**src/rtl/fetch_decode_queue_pkg.sv**
```systemverilog
// Shared types and opcode defaults for the fetch/decode queue slice.
package fetch_decode_queue_pkg;

  typedef enum logic [1:0] {
    IDLE  = 2'd0,
    FETCH = 2'd1,
    HALT  = 2'd2
  } fetch_state_t;

  localparam logic [3:0] DEFAULT_NOP_OP  = 4'b1000;
  localparam logic [3:0] DEFAULT_HALT_OP = 4'b1111;

endpackage

```
**src/rtl/fetch_decode_queue_fifo.sv**
```systemverilog
// Small synchronous FIFO with a flush input; pop and push may share an edge when full.
module sync_fifo #(
  parameter int WIDTH = 8,
  parameter int DEPTH = 4,
  parameter int CW    = $clog2(DEPTH) + 1
) (
  input  logic             clk,
  input  logic             rstn,
  input  logic             clear,
  input  logic             push,
  input  logic             pop,
  input  logic [WIDTH-1:0] din,
  output logic [WIDTH-1:0] dout,
  output logic             full,
  output logic             empty,
  output logic [CW-1:0]    count
);

  localparam int AW = $clog2(DEPTH);

  logic [WIDTH-1:0] store [DEPTH];
  logic [AW-1:0]    rd_ptr;
  logic [AW-1:0]    wr_ptr;
  logic             do_push;
  logic             do_pop;

  assign empty   = (count == '0);
  assign full    = (count == CW'(DEPTH));
  assign do_pop  = pop && !empty;
  assign do_push = push && (!full || do_pop);
  assign dout    = store[rd_ptr];

  always_ff @(posedge clk or negedge rstn) begin
    if (!rstn) begin
      rd_ptr <= '0;
      wr_ptr <= '0;
      count  <= '0;
    end else if (clear) begin
      rd_ptr <= '0;
      wr_ptr <= '0;
      count  <= '0;
    end else begin
      if (do_push) wr_ptr <= wr_ptr + AW'(1);
      if (do_pop)  rd_ptr <= rd_ptr + AW'(1);
      count <= count + CW'(do_push) - CW'(do_pop);
    end
  end

  // Payload storage carries no reset; only the pointers define validity.
  always_ff @(posedge clk) begin
    if (do_push && !clear) store[wr_ptr] <= din;
  end

endmodule

```
**src/rtl/fetch_decode_queue.sv**
```systemverilog
// Instruction fetch from a loadable memory into a decoded-instruction queue,
// with redirect/flush and a halt opcode that stops fetching.
module fetch_decode_queue
  import fetch_decode_queue_pkg::*;
#(
  parameter int                INST_CAP = 20,
  parameter int                OP_LEN   = 4,
  parameter int                DATA_LEN = 8,
  parameter int                QDEPTH   = 4,
  parameter logic [OP_LEN-1:0] NOP_OP   = OP_LEN'(DEFAULT_NOP_OP),
  parameter logic [OP_LEN-1:0] HALT_OP  = OP_LEN'(DEFAULT_HALT_OP),
  parameter int                INST_LEN = OP_LEN + DATA_LEN,
  parameter int                PCW      = $clog2(INST_CAP) + 1
) (
  input  logic                clk,
  input  logic                rstn,
  input  logic                en,
  input  logic                redirect,
  input  logic [PCW-1:0]      redirect_pc,
  input  logic                wr_en,
  input  logic [PCW-1:0]      wr_addr,
  input  logic [INST_LEN-1:0] wr_data,
  output logic                out_valid,
  input  logic                out_ready,
  output logic [OP_LEN-1:0]   out_op,
  output logic [DATA_LEN-1:0] out_data,
  output logic [PCW-1:0]      out_pc,
  output logic                halted
);

  localparam int AW = $clog2(INST_CAP);
  localparam int CW = $clog2(QDEPTH) + 1;
  localparam int QW = PCW + INST_LEN;

  fetch_state_t        state;
  logic [PCW-1:0]      fetch_pc;
  logic [PCW-1:0]      rd_pc;
  logic                in_flight;
  logic [INST_LEN-1:0] rd_word;
  logic [INST_LEN-1:0] mem [INST_CAP];

  logic [CW-1:0]       q_count;
  logic                q_full;
  logic                q_empty;
  logic [QW-1:0]       q_dout;
  logic [CW:0]         used;
  logic                rd_is_halt;
  logic                issue;
  logic                pop;
  logic [PCW-1:0]      next_pc;
  logic [PCW-1:0]      redirect_target;

  // Slots already promised to the in-flight read count as occupied.
  assign used            = {1'b0, q_count} + (CW+1)'(in_flight);
  assign rd_is_halt      = in_flight && (rd_word[INST_LEN-1:DATA_LEN] == HALT_OP);
  assign issue           = en && !redirect && (state != HALT) && !rd_is_halt
                           && !q_full && (used < (CW+1)'(QDEPTH));
  assign pop             = out_ready && !q_empty && !redirect;
  assign next_pc         = (fetch_pc == PCW'(INST_CAP - 1)) ? '0 : fetch_pc + PCW'(1);
  assign redirect_target = redirect_pc % PCW'(INST_CAP);

  always_ff @(posedge clk or negedge rstn) begin
    if (!rstn) begin
      state     <= IDLE;
      fetch_pc  <= '0;
      rd_pc     <= '0;
      in_flight <= 1'b0;
      halted    <= 1'b0;
    end else if (redirect) begin
      state     <= FETCH;
      fetch_pc  <= redirect_target;
      in_flight <= 1'b0;
      halted    <= 1'b0;
    end else begin
      in_flight <= issue;
      if (issue) begin
        rd_pc    <= fetch_pc;
        fetch_pc <= next_pc;
      end
      if (rd_is_halt) begin
        state  <= HALT;
        halted <= 1'b1;
      end else begin
        case (state)
          IDLE:    if (en)  state <= FETCH;
          FETCH:   if (!en) state <= IDLE;
          default: state <= state;
        endcase
      end
    end
  end

  // Memory contents survive reset; a same-edge write leaves the read with old data.
  always_ff @(posedge clk) begin
    if (wr_en && (wr_addr < PCW'(INST_CAP))) mem[wr_addr[AW-1:0]] <= wr_data;
    if (issue) rd_word <= mem[fetch_pc[AW-1:0]];
  end

  sync_fifo #(
    .WIDTH (QW),
    .DEPTH (QDEPTH),
    .CW    (CW)
  ) u_queue (
    .clk   (clk),
    .rstn  (rstn),
    .clear (redirect),
    .push  (in_flight && !redirect),
    .pop   (pop),
    .din   ({rd_pc, rd_word}),
    .dout  (q_dout),
    .full  (q_full),
    .empty (q_empty),
    .count (q_count)
  );

  assign out_valid = !q_empty;
  assign out_op    = q_empty ? NOP_OP : q_dout[DATA_LEN +: OP_LEN];
  assign out_data  = q_empty ? '0 : q_dout[DATA_LEN-1:0];
  assign out_pc    = q_empty ? '0 : q_dout[INST_LEN +: PCW];

endmodule

```
**config.mk**
```make
export PLATFORM = sky130hd
export DESIGN_NAME = fetch_decode_queue
export DESIGN_NICKNAME = d
export VERILOG_FILES = /design/src/rtl/fetch_decode_queue_pkg.sv /design/src/rtl/fetch_decode_queue_fifo.sv /design/src/rtl/fetch_decode_queue.sv
export SDC_FILE = /design/constraint.sdc
export NUM_CORES = 1
export LEC_CHECK = 0
export CORE_ASPECT_RATIO = 0.5
export CORE_MARGIN = 10
export CORE_UTILIZATION = 55
export CTS_CLUSTER_DIAMETER = 50
export DETAILED_ROUTE_END_ITERATION = 8
export PLACE_DENSITY_LB_ADDON = 0.25
export SYNTH_ARGS = -nofsm -noshare
export SYNTH_HDL_FRONTEND = slang
export SYNTH_HIERARCHICAL = 1
export SYNTH_SLANG_ARGS = --single-unit
```
**constraint.sdc**
```tcl
create_clock -name clk -period 3.1 [get_ports clk]
set_clock_uncertainty 0.2 [all_clocks]
set_input_delay 0.775 -clock clk [delete_from_list [all_inputs] [get_ports clk]]
set_output_delay 0.775 -clock clk [all_outputs]
set_load 0.005 [all_outputs]
```
* After elaboration in Yosys (flattened, before gate mapping)
Memory sizes are Yosys's and may differ from the RTL's. A register that Yosys moved wholly into a read port is not among the register bits. Index checks and enable logic that the tools add are counted.
Storage, ports and cells: memory bits (writable) 312, input bits 30, memories 2, bits in registers 23
Cells by class: divide/modulo/power cells 1, add/subtract/negate cells 6, bitwise logic cells 1, reduce and logical (&&, ||, !) cells 27, eq/ne operators 7, multiplexer cells 23, magnitude comparators 2
Memories:
- mem | depth 20, width 12, read ports 1, clocked after memory_dff 1, wr ports 1, RTL line fetch_decode_queue.sv:40 | logic [INST_LEN-1:0] mem [INST_CAP];
- u_queue.store | depth 4, width 18, read ports 1, clocked after memory_dff 0, wr ports 1, RTL line fetch_decode_queue_fifo.sv:21 | logic [WIDTH-1:0] store [DEPTH];
Operator list (number):
- 6-bit two-way mux | 4
- 2-bit two-way mux | 8
- 1-bit logical AND | 13
- 8-bit two-way mux | 1
- 4-bit != test (second input constant) | 2
- 2-bit nonzero test | 4
- 1-bit two-way mux | 7
- 6-bit by 1-bit adder with 6-bit output (second input constant) | 1
- 6-bit by 5-bit equality test with 1-bit output (second input constant) | 1
- 6-bit by 5-bit < comparator with 1-bit output (second input constant) | 1
- 6-bit by 5-bit remainder unit with 6-bit output (second input constant) | 1
- 2-bit by 1-bit adder with 2-bit output (second input constant) | 2
- 3-bit by 1-bit adder with 4-bit output | 1
- 4-bit equality test (second input constant) | 1
- 1-bit zero test | 4
- 4-bit by 3-bit < comparator with 1-bit output (second input constant) | 1
- 4-bit two-way mux | 1
- 2-bit one-hot mux with 2 select lines | 1
- 4-bit nonzero test | 1
- 3-bit by 1-bit adder with 3-bit output | 1
- 3-bit equality test (second input constant) | 1
- 3-bit zero test | 1
- 3-bit two-way mux | 1
- 3-bit AND reduction | 1
- other kinds (7) | 7

* Logic depth before layout (Yosys ltp)
depth in word-level cells 10, depth in mapped cells 11, mapped depth without buffers 11

* Modules after synthesis
The synthesis kept the hierarchy.
Modules (own cells, without submodules):
- fetch_decode_queue | times used 1, seq. area each 7967.6 sq um, cells an instance 570, area an instance 10779.1 sq um
- sync_fifo | times used 1, seq. area each 2337.2 sq um, cells an instance 139, area an instance 3076.7 sq um

* Least setup slack after synthesis
OpenSTA, ideal clock, no wires.
path type register -> register, from reg u_queue.count[1], to reg u_queue.count[1], required time 2.828 ns, path buffers 0, cell stages (with the launch flop) 11, period minus slack after synthesis 3.015 ns, data arrival time 2.743 ns, setup slack 0.085 ns, path through dfrtp_1 -> nor3_1 -> inv_1 -> and3_1 -> nor4b_4 -> nor2b_2 -> a21o_1 -> ha_1 -> inv_1 -> fa_1 -> nor2_1
On the way: cells in the longest elaborated chain, start to end 10, elaborated cells on any way between the ends 12
Ends and longest elaborated chain:
- from (decl) | RTL line fetch_decode_queue_fifo.sv:16 | output logic [CW-1:0] count
- from (signal assigned) | RTL line fetch_decode_queue_fifo.sv:45 | count <= count + CW'(do_push) - CW'(do_pop);
- 3-bit zero test (*) | RTL line fetch_decode_queue_fifo.sv:27 | assign empty = (count == '0);
- net q_empty | RTL line fetch_decode_queue.sv:44 | logic q_empty;
- 1-bit zero test (*)
- net out_valid | RTL line fetch_decode_queue.sv:23 | output logic out_valid,
- 1-bit logical AND (*) (2 in a row) | RTL line fetch_decode_queue.sv:58 | assign pop = out_ready && !q_empty && !redirect;
- net pop | RTL line fetch_decode_queue.sv:49 | logic pop;
- 1-bit logical AND (*) | RTL line fetch_decode_queue_fifo.sv:29 | assign do_pop = pop && !empty;
- 1-bit logical OR | RTL line fetch_decode_queue_fifo.sv:30 | assign do_push = push && (!full || do_pop);
- 1-bit logical AND | RTL line fetch_decode_queue_fifo.sv:30
- 3-bit by 1-bit adder with 3-bit output | RTL line fetch_decode_queue_fifo.sv:45
- 3-bit by 1-bit subtractor with 3-bit output (*) | RTL line fetch_decode_queue_fifo.sv:45
- 3-bit two-way mux (*) | RTL line fetch_decode_queue_fifo.sv:38 | end else if (clear) begin
The timed path passes the listed nets; every way through them passes the cells marked *. A chain may end at the register's enable or synchronous reset.

* Worst setup path in the final report
from reg u_queue.rd_ptr[0], to out out_data[4]
On the way: cells in the longest elaborated chain, start to end 2
Ends and longest elaborated chain:
- from (decl) | RTL line fetch_decode_queue_fifo.sv:22 | logic [AW-1:0] rd_ptr;
- from (signal assigned) | RTL line fetch_decode_queue_fifo.sv:44 | if (do_pop) rd_ptr <= rd_ptr + AW'(1);
- memory read 4 x 18 bit
- net q_dout[4] | RTL line fetch_decode_queue.sv:45 | logic [QW-1:0] q_dout;
- 8-bit two-way mux | RTL line fetch_decode_queue.sv:118 | assign out_data = q_empty ? '0 : q_dout[DATA_LEN-1:0];
- to (decl) | RTL line fetch_decode_queue.sv:26 | output logic [DATA_LEN-1:0] out_data,
The timed path passes the listed nets, and every way through them passes these cells.

==> results.txt <==
slowest stage delay, CP: 0.45 ns
Num CTS Buffers: 29
Crit Path Category: reg -> out
Area Overhead vs Synth: 17.0%
TritonRoute pass-1 iters: 5
Final Non-Filler Cells: 1171
maximum VDD drop: 0.446 mV
power share of the combinational group: 0.099
most common cell after layout, fill and taps aside: edfxtp_1
syn_nets: 748
Distinct cells, synth: 58
clk slew on worst S/H paths: 0.07 ns
Critical Path Start Type: register
share of post-route cells with drive strength above 1: 0.262
Data arrival, critical path: 2.06 ns
Routed Antenna Nets: 0
CTS root buf: clkbuf_16
ys flop type: edfxtp_1
CP Capture Type: output pin
width of the die: 244 um
LEAKAGE: 5.43 nW
mean post-synth cell area: 19.5 um2
WL/cell: 24.3 um
Total Power: 0.0104 W
fillers: 1554
sequential share of power: 0.519
Post-DP Area: 15100 um2
RSZ-0062 raised after global routing: true
Slew Limit Fails: 0
Clock Power Share: 0.381
status: finished, final reports clean
CP Data Required Time: 2.12 ns
row cnt: 40
Synth async-reset ratio: 0.0663
I/O pin cnt: 50
via-per-instance ratio: 6.06
# DRC: 0
PwrDens: 640 nW/um2
f_max: 329 MHz
number of synthesized flops with an enable pin: 324
max-cap violations: 0
clock sinks: 347
sequential share of the synthesized area: 0.744
Net Switching: 0.00230 W
final hold slack: 0.287 ns
most frequent CP cell: buf_12
vias in the first global route: 7459
Die Area: 32300 um2
first-pass GRT wire length: 44500 um
RePlAce Congestion: 0.838
pin count of the biggest net entering global routing: 44
Post-Syn Area: 13900 um2
Min-Delay Path Class: in -> async
Die Span Y: 132 um
hold-fix buffers at CTS: 0
H-tree depth: 1
effective utilization at floorplan: 0.568
Sw Ratio: 0.221
number of diodes: 0
Gate Count Post-Synth: 709
crit path max fanout: 3
Finished Cell Area: 16200 um2
final design utilization: 0.665
placed insts: 1108
Relative slew margins: 0.344
clock latency on the worst-skew pair: 0.55 ns
Overflow after GRT: 0
dpl hpwl: 16700 um
core footprint: 24400 um2
Iteration-0 DRC Markers: 772
gr usage total: 0.178
Int Pwr: 0.00808 W
initial antenna violation count: 0
Final min period: 3.04 ns
final setup vio count: 0
post-layout net count: 852
CP Cell Sequence: buf_12 > buf_12 > buf_4 > mux4_2 > nor2b_1 > buf_2
Post-Route WL: 28400 um
detailed-route via count: 7093
synthesized flop and latch total: 347
CTS tree: built
Syn. warnings: 6
slowest CP cell: dfrtp_2
top cells by area, synth: edfxtp_1 (70%), mux4_2 (13%), dfrtp_1 (4.2%), nand2_1 (1.2%), mux2i_1 (1.0%)
Tcrit/Tclk final: 0.980
final hold violation count: 0
Least-Margin Pin Slew: 0.984 ns
post-synth top area cell: edfxtp_1
most frequent cells in the layout: edfxtp_1 (324), mux4_2 (78), nand2_1 (46)
Yosys top cell area share: 0.702
number of port buffers: 49
Clock Tree Buf Depth: 3
## power by group through the flow
| stage | clock (W) | sequential (W) | combinational, W |
|---|---|---|---|
| 6_report | 0.00396 | 0.00539 | 0.00103 |
| 5_1_grt | 0.00420 | 0.00540 | 0.00112 |
| 4_1_cts | 0.00400 | 0.00539 | 0.00104 |
| 3_5_place_dp | 0 | 0.00549 | 0.00104 |
| 3_3_place_gp | 0 | 0.00548 | 0.00102 |
| 2_1_floorplan | 0 | 0.00541 | 0.000670 |
## worst paths after layout
check	start	to	slack, ns	cells after the start
worst max-delay path	u_queue/rd_ptr[0]$_DFFE_PN0P_	out_data[4]	0.06	6
min in group clk	rd_word[2]$_DFFE_PP_	u_queue/store[3][2]$_DFFE_PP_	0.30	0
worst max register to register	u_queue/count[2]$_DFF_PN0_	u_queue/count[1]$_DFF_PN0_	0.47	10
max in group asynchronous	rstn	fetch_pc[0]$_DFFE_PN0P_	1.84	2
worst min register to register	rd_word[2]$_DFFE_PP_	u_queue/store[3][2]$_DFFE_PP_	0.30	0
worst min-delay path	rstn	u_queue/count[2]$_DFF_PN0_	0.29	1
## area by class of cell
cell class              instances  area, um2  area share
well taps                     336        420      0.0259
clock buffers                  33        751      0.0463
clock inverters                20        287      0.0177
repair buffers                109       1050      0.0649
multi-input cells             314       3330       0.205
inverters                      12       60.1     0.00370
flip-flops and latches        347      10300       0.636
## worst max-delay path, delay by kind of cell (launching register included)
kind | cells | cell delay (ns)
buffers and inverters | 4 | 0.51
DFF | 1 | 0.45
muxes | 1 | 0.41
and+or+nand+nor | 1 | 0.14
## registers in the layout, summed over array words and instances, names as in the netlist
name / count
state: 2
rd_word: 12
fetch_pc: 6
halted: 1
u_queue/count: 3
in_flight: 1
mem: 240
u_queue/wr_ptr: 2
rd_pc: 6
u_queue/store: 72
u_queue/rd_ptr: 2
## synth_stat cells, types with 3 or more instances
cell,instances
mux2_1,6
buf_2,11
edfxtp_1,324
buf_4,4
nor2_1,33
clkbuf_1,15
nor3b_1,8
o21ai_0,4
o22ai_1,13
nand2b_1,4
a31oi_1,14
mux2i_1,14
mux4_2,78
a21oi_1,3
and3_1,3
ha_1,8
nor2b_1,20
nor3_1,9
nand2_1,46
dfrtp_1,23
a211oi_1,3
nand3_1,4
xor2_1,3
inv_1,10
and2_1,4
buf_6,4
## stage by stage
step,setup slack [ns],TNS [ns]
finish,0.0608,0
CTS,-0.123,-0.254
floorplan,0.0851,0
global route,-0.00798,-0.0135
detailed placement,0.0527,0
global placement,0.0800,0
## cell families (layout without fill, tap and decap cells)
| family | after synthesis | after routing | share of synthesized area |
|---|---|---|---|
| DFF | 347 | 347 | 0.744 |
| and+or+nand+nor | 147 | 147 | 0.0542 |
| muxes | 99 | 99 | 0.143 |
| AOI/OAI and AO/OA | 54 | 54 | 0.0284 |
| buffers and inverters | 48 | 174 | 0.0191 |
| adders and majority gates | 9 | 9 | 0.00867 |
| xor gates and xnor gates | 5 | 5 | 0.00316 |
## routing by layer
layer / track usage / part of all wire
met4: 0.0443 / 0.019
met5: 0 / 0
met2: 0.295 / 0.50
met1: 0.242 / 0.41
met3: 0.0289 / 0.072
## what timing repair did
item	CTS	global route
pin swaps	0	1
gates cloned	2	0
gates resized for setup	56	13
setup endpoints to repair	18	18
buffers inserted	10	0
No activity file was read; power rests on OpenSTA's default activity.
==> patch 1 (same settings) <==
`OP_LEN`: 4 -> 2.
--- a/src/rtl/fetch_decode_queue.sv
+++ b/src/rtl/fetch_decode_queue.sv
@@ -4,7 +4,7 @@
   import fetch_decode_queue_pkg::*;
 #(
   parameter int                INST_CAP = 20,
-  parameter int                OP_LEN   = 4,
+  parameter int                OP_LEN   = 2,
   parameter int                DATA_LEN = 8,
   parameter int                QDEPTH   = 4,
   parameter logic [OP_LEN-1:0] NOP_OP   = OP_LEN'(DEFAULT_NOP_OP),
Interface: changed (resized out_op and wr_data); port bits go from 50 to 46. The function was not compared with the original's and may differ.
==> patch 1 against the unedited design <==
Setup slack improved by 0.011 ns; critical path depth shrank 1; area after synthesis down 13%; final cell count is 10% lower; routed wire length fell by 17%; total power fell by 16%; global-route usage decreased by 1.4 points; sequential cell count is 50 lower; count of clock-buffer cells in the layout did not move; critical endpoint is now out_pc[3]; non-clock buffer count decreased by 11; utilization shrank 1.5 points; design area fell by 13%; largest power group unchanged; synthesized cell count is 9.7% lower.
==> patch 1: results (changes against the unedited design) <==
metric;value;unit;change
top post-synthesis cells by area;edfxtp_1, mux4_2, dfrtp_1;;unchanged
Peak VDD IR;0.000339;V;was 0.000446 V
post-synthesis adder-cell area fraction;0.998;%;was 0.867%
DP Area;0.0131;mm²;was 0.0151 mm²
clk_lat worst skew;0.52;ns;was 0.55 ns
DRT Pass-1 Iters;5;;unchanged
register area share after synthesis;73.1;%;was 74.4%
min-delay worst type;flip-flop to flip-flop;;was input port to async pin
final WL;23500;µm;was 28400 µm
WL met2;11200;µm;was 14100 µm
CTS clock-pin slew for the worst setup and hold paths;0.06;ns;
PortBufs;45;;was 49
cell count after synthesis;640;;was 709
Mapped Nets;677;;was 748
EDFF count, synth;274;;was 324
Post-synth top cells;edfxtp_1, mux4_2, nand2_1;;unchanged
status;finished clean;;unchanged
DR WL/cell;22.3;µm;was 24.3 µm
fraction of registers with async set/reset;7.74;%;was 6.63%
layout cells sized above 1;24.4;%;was 26.2%
Top Layer Used;met4;;unchanged
post-DP HPWL;14600;µm;was 16700 µm
drt initial violations;730;;was 772
leak pwr;4.72;nW;was 5.43 nW
mux share of post-synthesis cell area;14.1;%;was 14.3%
vias in the first global route;6249;;was 7459
met1 wire length;9920;µm;was 11700 µm
largest net degree at the start of global routing;32;;was 44
Setup WS post-layout;0.0719;ns;was 0.0608 ns
CTS root buf;clkbuf_16;;unchanged
library cells used by synthesis;59;;was 58
via count;6116;;was 7093
dpl cells;999;;was 1108
switch share;22.1;%;about the same
WL met3;1990;µm;was 2050 µm
post-synthesis compound-gate area fraction;3.31;%;was 2.84%
placer congestion estimate;0.793;;was 0.838
worst-path fanout max;9;;was 3
pre-CTS worst setup slack;0.0411;ns;was 0.0527 ns
Yosys warnings;6;;unchanged
nets@finish;769;;was 852
max reg flops;200;;was 240
CTS Buf Count;26;;was 29
initial antenna violation count;0;;unchanged
WHS;0.300;ns;was 0.287 ns
crit path DAT;2.05;ns;
GR Util All Layers;16.4;%;was 17.8%
first-pass GRT wire length;36700;µm;was 44500 µm
R2R Setup Slk;0.38;ns;was 0.47 ns
XOR/XNOR Fraction of Synth Area;0.364;%;was 0.316%
worst-margin pin slew;0.827;ns;was 0.984 ns
[patch 1: changes by cell type after synthesis, sizes merged, moves of 8 or more]
cell    delta
edfxtp    -50
o21ai     +20
a31oi     -14
nand2     -13
mux2i     -12
mux4      -12
o22ai     -11
mux2      +10
nand2b    +10
nand3      +8
[patch 1: kinds of logic after synthesis]
group,count (synthesis)
AO/OA/AOI/OAI,58
XOR/XNOR,5
adder cells (fa/ha/maj),9
buffers and inverters,45
flip-flops,297
multiplexers,85
AND/OR/NAND/NOR,141
[patch 1: critical path, stage by stage (launching register included)]
cell           delay (ns)
dfrtp_2              0.36
buf_4                0.11
buf_12               0.14
mux4_2               0.52
nor2b_1              0.14
dlygate4sd2_1        0.26
[patch 1: area by class of cell]
type,instances,area [µm²]
clock buffers,33,698
inverters,11,41.3
repair buffers,98,951
fillers,1462,7540
multi-input cells,298,3010
clock inverters,14,154
flip-flops and latches,297,8810
well taps,300,375
[patch 1: layer usage]
metal / GRT usage, % / vias to the layer above
li1: - / 2731
met1: 23.6 / 3121
met2: 26.1 / 234
met3: 2.73 / 30
met4: 3.41 / 0
met5: 0 / -
[patch 1: worst paths after layout]
path                                    from             endpoint  cells past startpoint
max in group asynchronous               rstn    u_queue/rd_ptr[0]                      2
min in group asynchronous               rstn          fetch_pc[5]                      1
setup reg to reg                 fetch_pc[0]           rd_word[1]                      5
hold / removal                    rd_word[4]  u_queue/store[3][4]                      0
hold reg to reg                   rd_word[4]  u_queue/store[3][4]                      0
setup / recovery           u_queue/rd_ptr[0]            out_pc[3]                      5
[patch 1: what timing repair did]
| action | 4_1_cts | 5_1_grt |
|---|---|---|
| gates resized for setup | 19 | 2 |
| pin swaps | 0 | 0 |
| setup buffers | 3 | 1 |
| setup endpoints to repair | 17 | 3 |
| gates cloned | 1 | 0 |
[patch 1: power by group through the flow]
stage / logic (mW) / registers (mW) / clock network, mW
global placement: 0.843 / 4.71 / 0
detailed placement: 0.860 / 4.72 / 0
finish: 0.845 / 4.63 / 3.22
global route: 0.922 / 4.65 / 3.43
floorplan: 0.574 / 4.63 / 0
CTS: 0.857 / 4.63 / 3.28
==> patch 2 (same flow settings) <==
Without the edit above. Encoding of `fetch_state_t`: now one-hot (3 bits for 3 states).
--- a/src/rtl/fetch_decode_queue_pkg.sv
+++ b/src/rtl/fetch_decode_queue_pkg.sv
@@ -1,10 +1,10 @@
 // Shared types and opcode defaults for the fetch/decode queue slice.
 package fetch_decode_queue_pkg;
 
-  typedef enum logic [1:0] {
-    IDLE  = 2'd0,
-    FETCH = 2'd1,
-    HALT  = 2'd2
+  typedef enum logic [2:0] {
+    IDLE  = 3'b001,
+    FETCH = 3'b010,
+    HALT  = 3'b100
   } fetch_state_t;
 
   localparam logic [3:0] DEFAULT_NOP_OP  = 4'b1000;
Formal check against the unedited RTL: no difference found for any inputs over 4 cycles, from zero or initial values and one cycle with rstn low; so few cycles prove little.
==> patch 2 against the unedited design <==
Area after synthesis increased by 0.45%; setup slack lost 0.0024 ns; sequential cell count rose by 1; design area up 0.69%; routed wire length is 8.4% lower; total power up 2.1%; clock power increased by 6.1%; combinational power shrank 7%.
==> patch 2: results (changes against the unedited design) <==
metric;value;unit;change
Syn Area/Cell;19.8;µm²;was 19.5 µm²
DP Area;0.0151;mm²;about the same
largest net degree at the start of global routing;38;;was 44
post-route insts no fill;1175;;was 1171
multi-input logic area;0.00339;mm²;was 0.00333 mm²
DR WL/cell;22.2;µm;was 24.3 µm
min-delay worst type;flip-flop to flip-flop;;was input port to async pin
met1 wire length;11400;µm;was 11700 µm
post-synthesis adder-cell area fraction;0.773;%;was 0.867%
drt initial violations;526;;was 772
Worst R2R Path Depth;11;;was 10
Repair and plain buffers;106;;was 109
CTS Buf Count;31;;was 29
clk_buf instances;35;;was 33
WHS;0.295;ns;was 0.287 ns
FF+latch count;348;;was 347
WL met2;12600;µm;was 14100 µm
Filler cells;1682;;was 1554
post-synthesis compound-gate area fraction;2.92;%;was 2.84%
post_cts resized;41;;was 56
final core utilization;65.2;%;was 66.5%
clk cell area share;6.84;%;was 6.40%
#MultiIn Comb;310;;was 314
Crit path max-delay family;multiplexers;;was buffers and inverters
combinational gate power;0.956;mW;was 1.03 mW
worst-path fanout max;6;;was 3
nets@finish;845;;was 852
DRT Pass-1 Iters;4;;was 5
register area share after synthesis;74.2;%;was 74.4%
post-DP HPWL;15900;µm;was 16700 µm
mux share of post-synthesis cell area;15.2;%;was 14.3%
P_sw;2.32;mW;was 2.30 mW
GR Util All Layers;16.2;%;was 17.8%
leak pwr;5.45;nW;was 5.43 nW
dpl cells;1104;;was 1108
Pwr Total;10.6;mW;was 10.4 mW
status;finished clean;;unchanged
met3 usage;3.82;%;was 2.89%
first-pass GRT wire length;41000;µm;was 44500 µm
patch 2: cell count changes after synthesis, moves of 6 or more:
| cell | unedited run | this run |
|---|---|---|
| mux2_2 | 0 | 6 |
| mux2i_1 | 14 | 28 |
| o21ai_2 | 0 | 8 |
| a31oi_1 | 14 | 2 |
| mux2_1 | 6 | 0 |
| a21oi_1 | 3 | 19 |
| nand2_1 | 46 | 25 |
| o21ai_0 | 4 | 16 |
| o22ai_1 | 13 | 1 |
patch 2: how the worst max path moves through the flow:
stage | start | endpoint | slack [ns] | cells after the start
floorplan | redirect | u_queue/count[2] | 0.13 | 11
global placement | redirect | u_queue/count[2] | 0.03 | 10
detailed placement | redirect | u_queue/count[2] | -0.01 | 10
CTS | u_queue/rd_ptr[0] | out_op[3] | -0.08 | 6
global route | u_queue/rd_ptr[0] | out_op[3] | -0.004 | 5
finish | u_queue/rd_ptr[0] | out_op[3] | 0.06 | 5
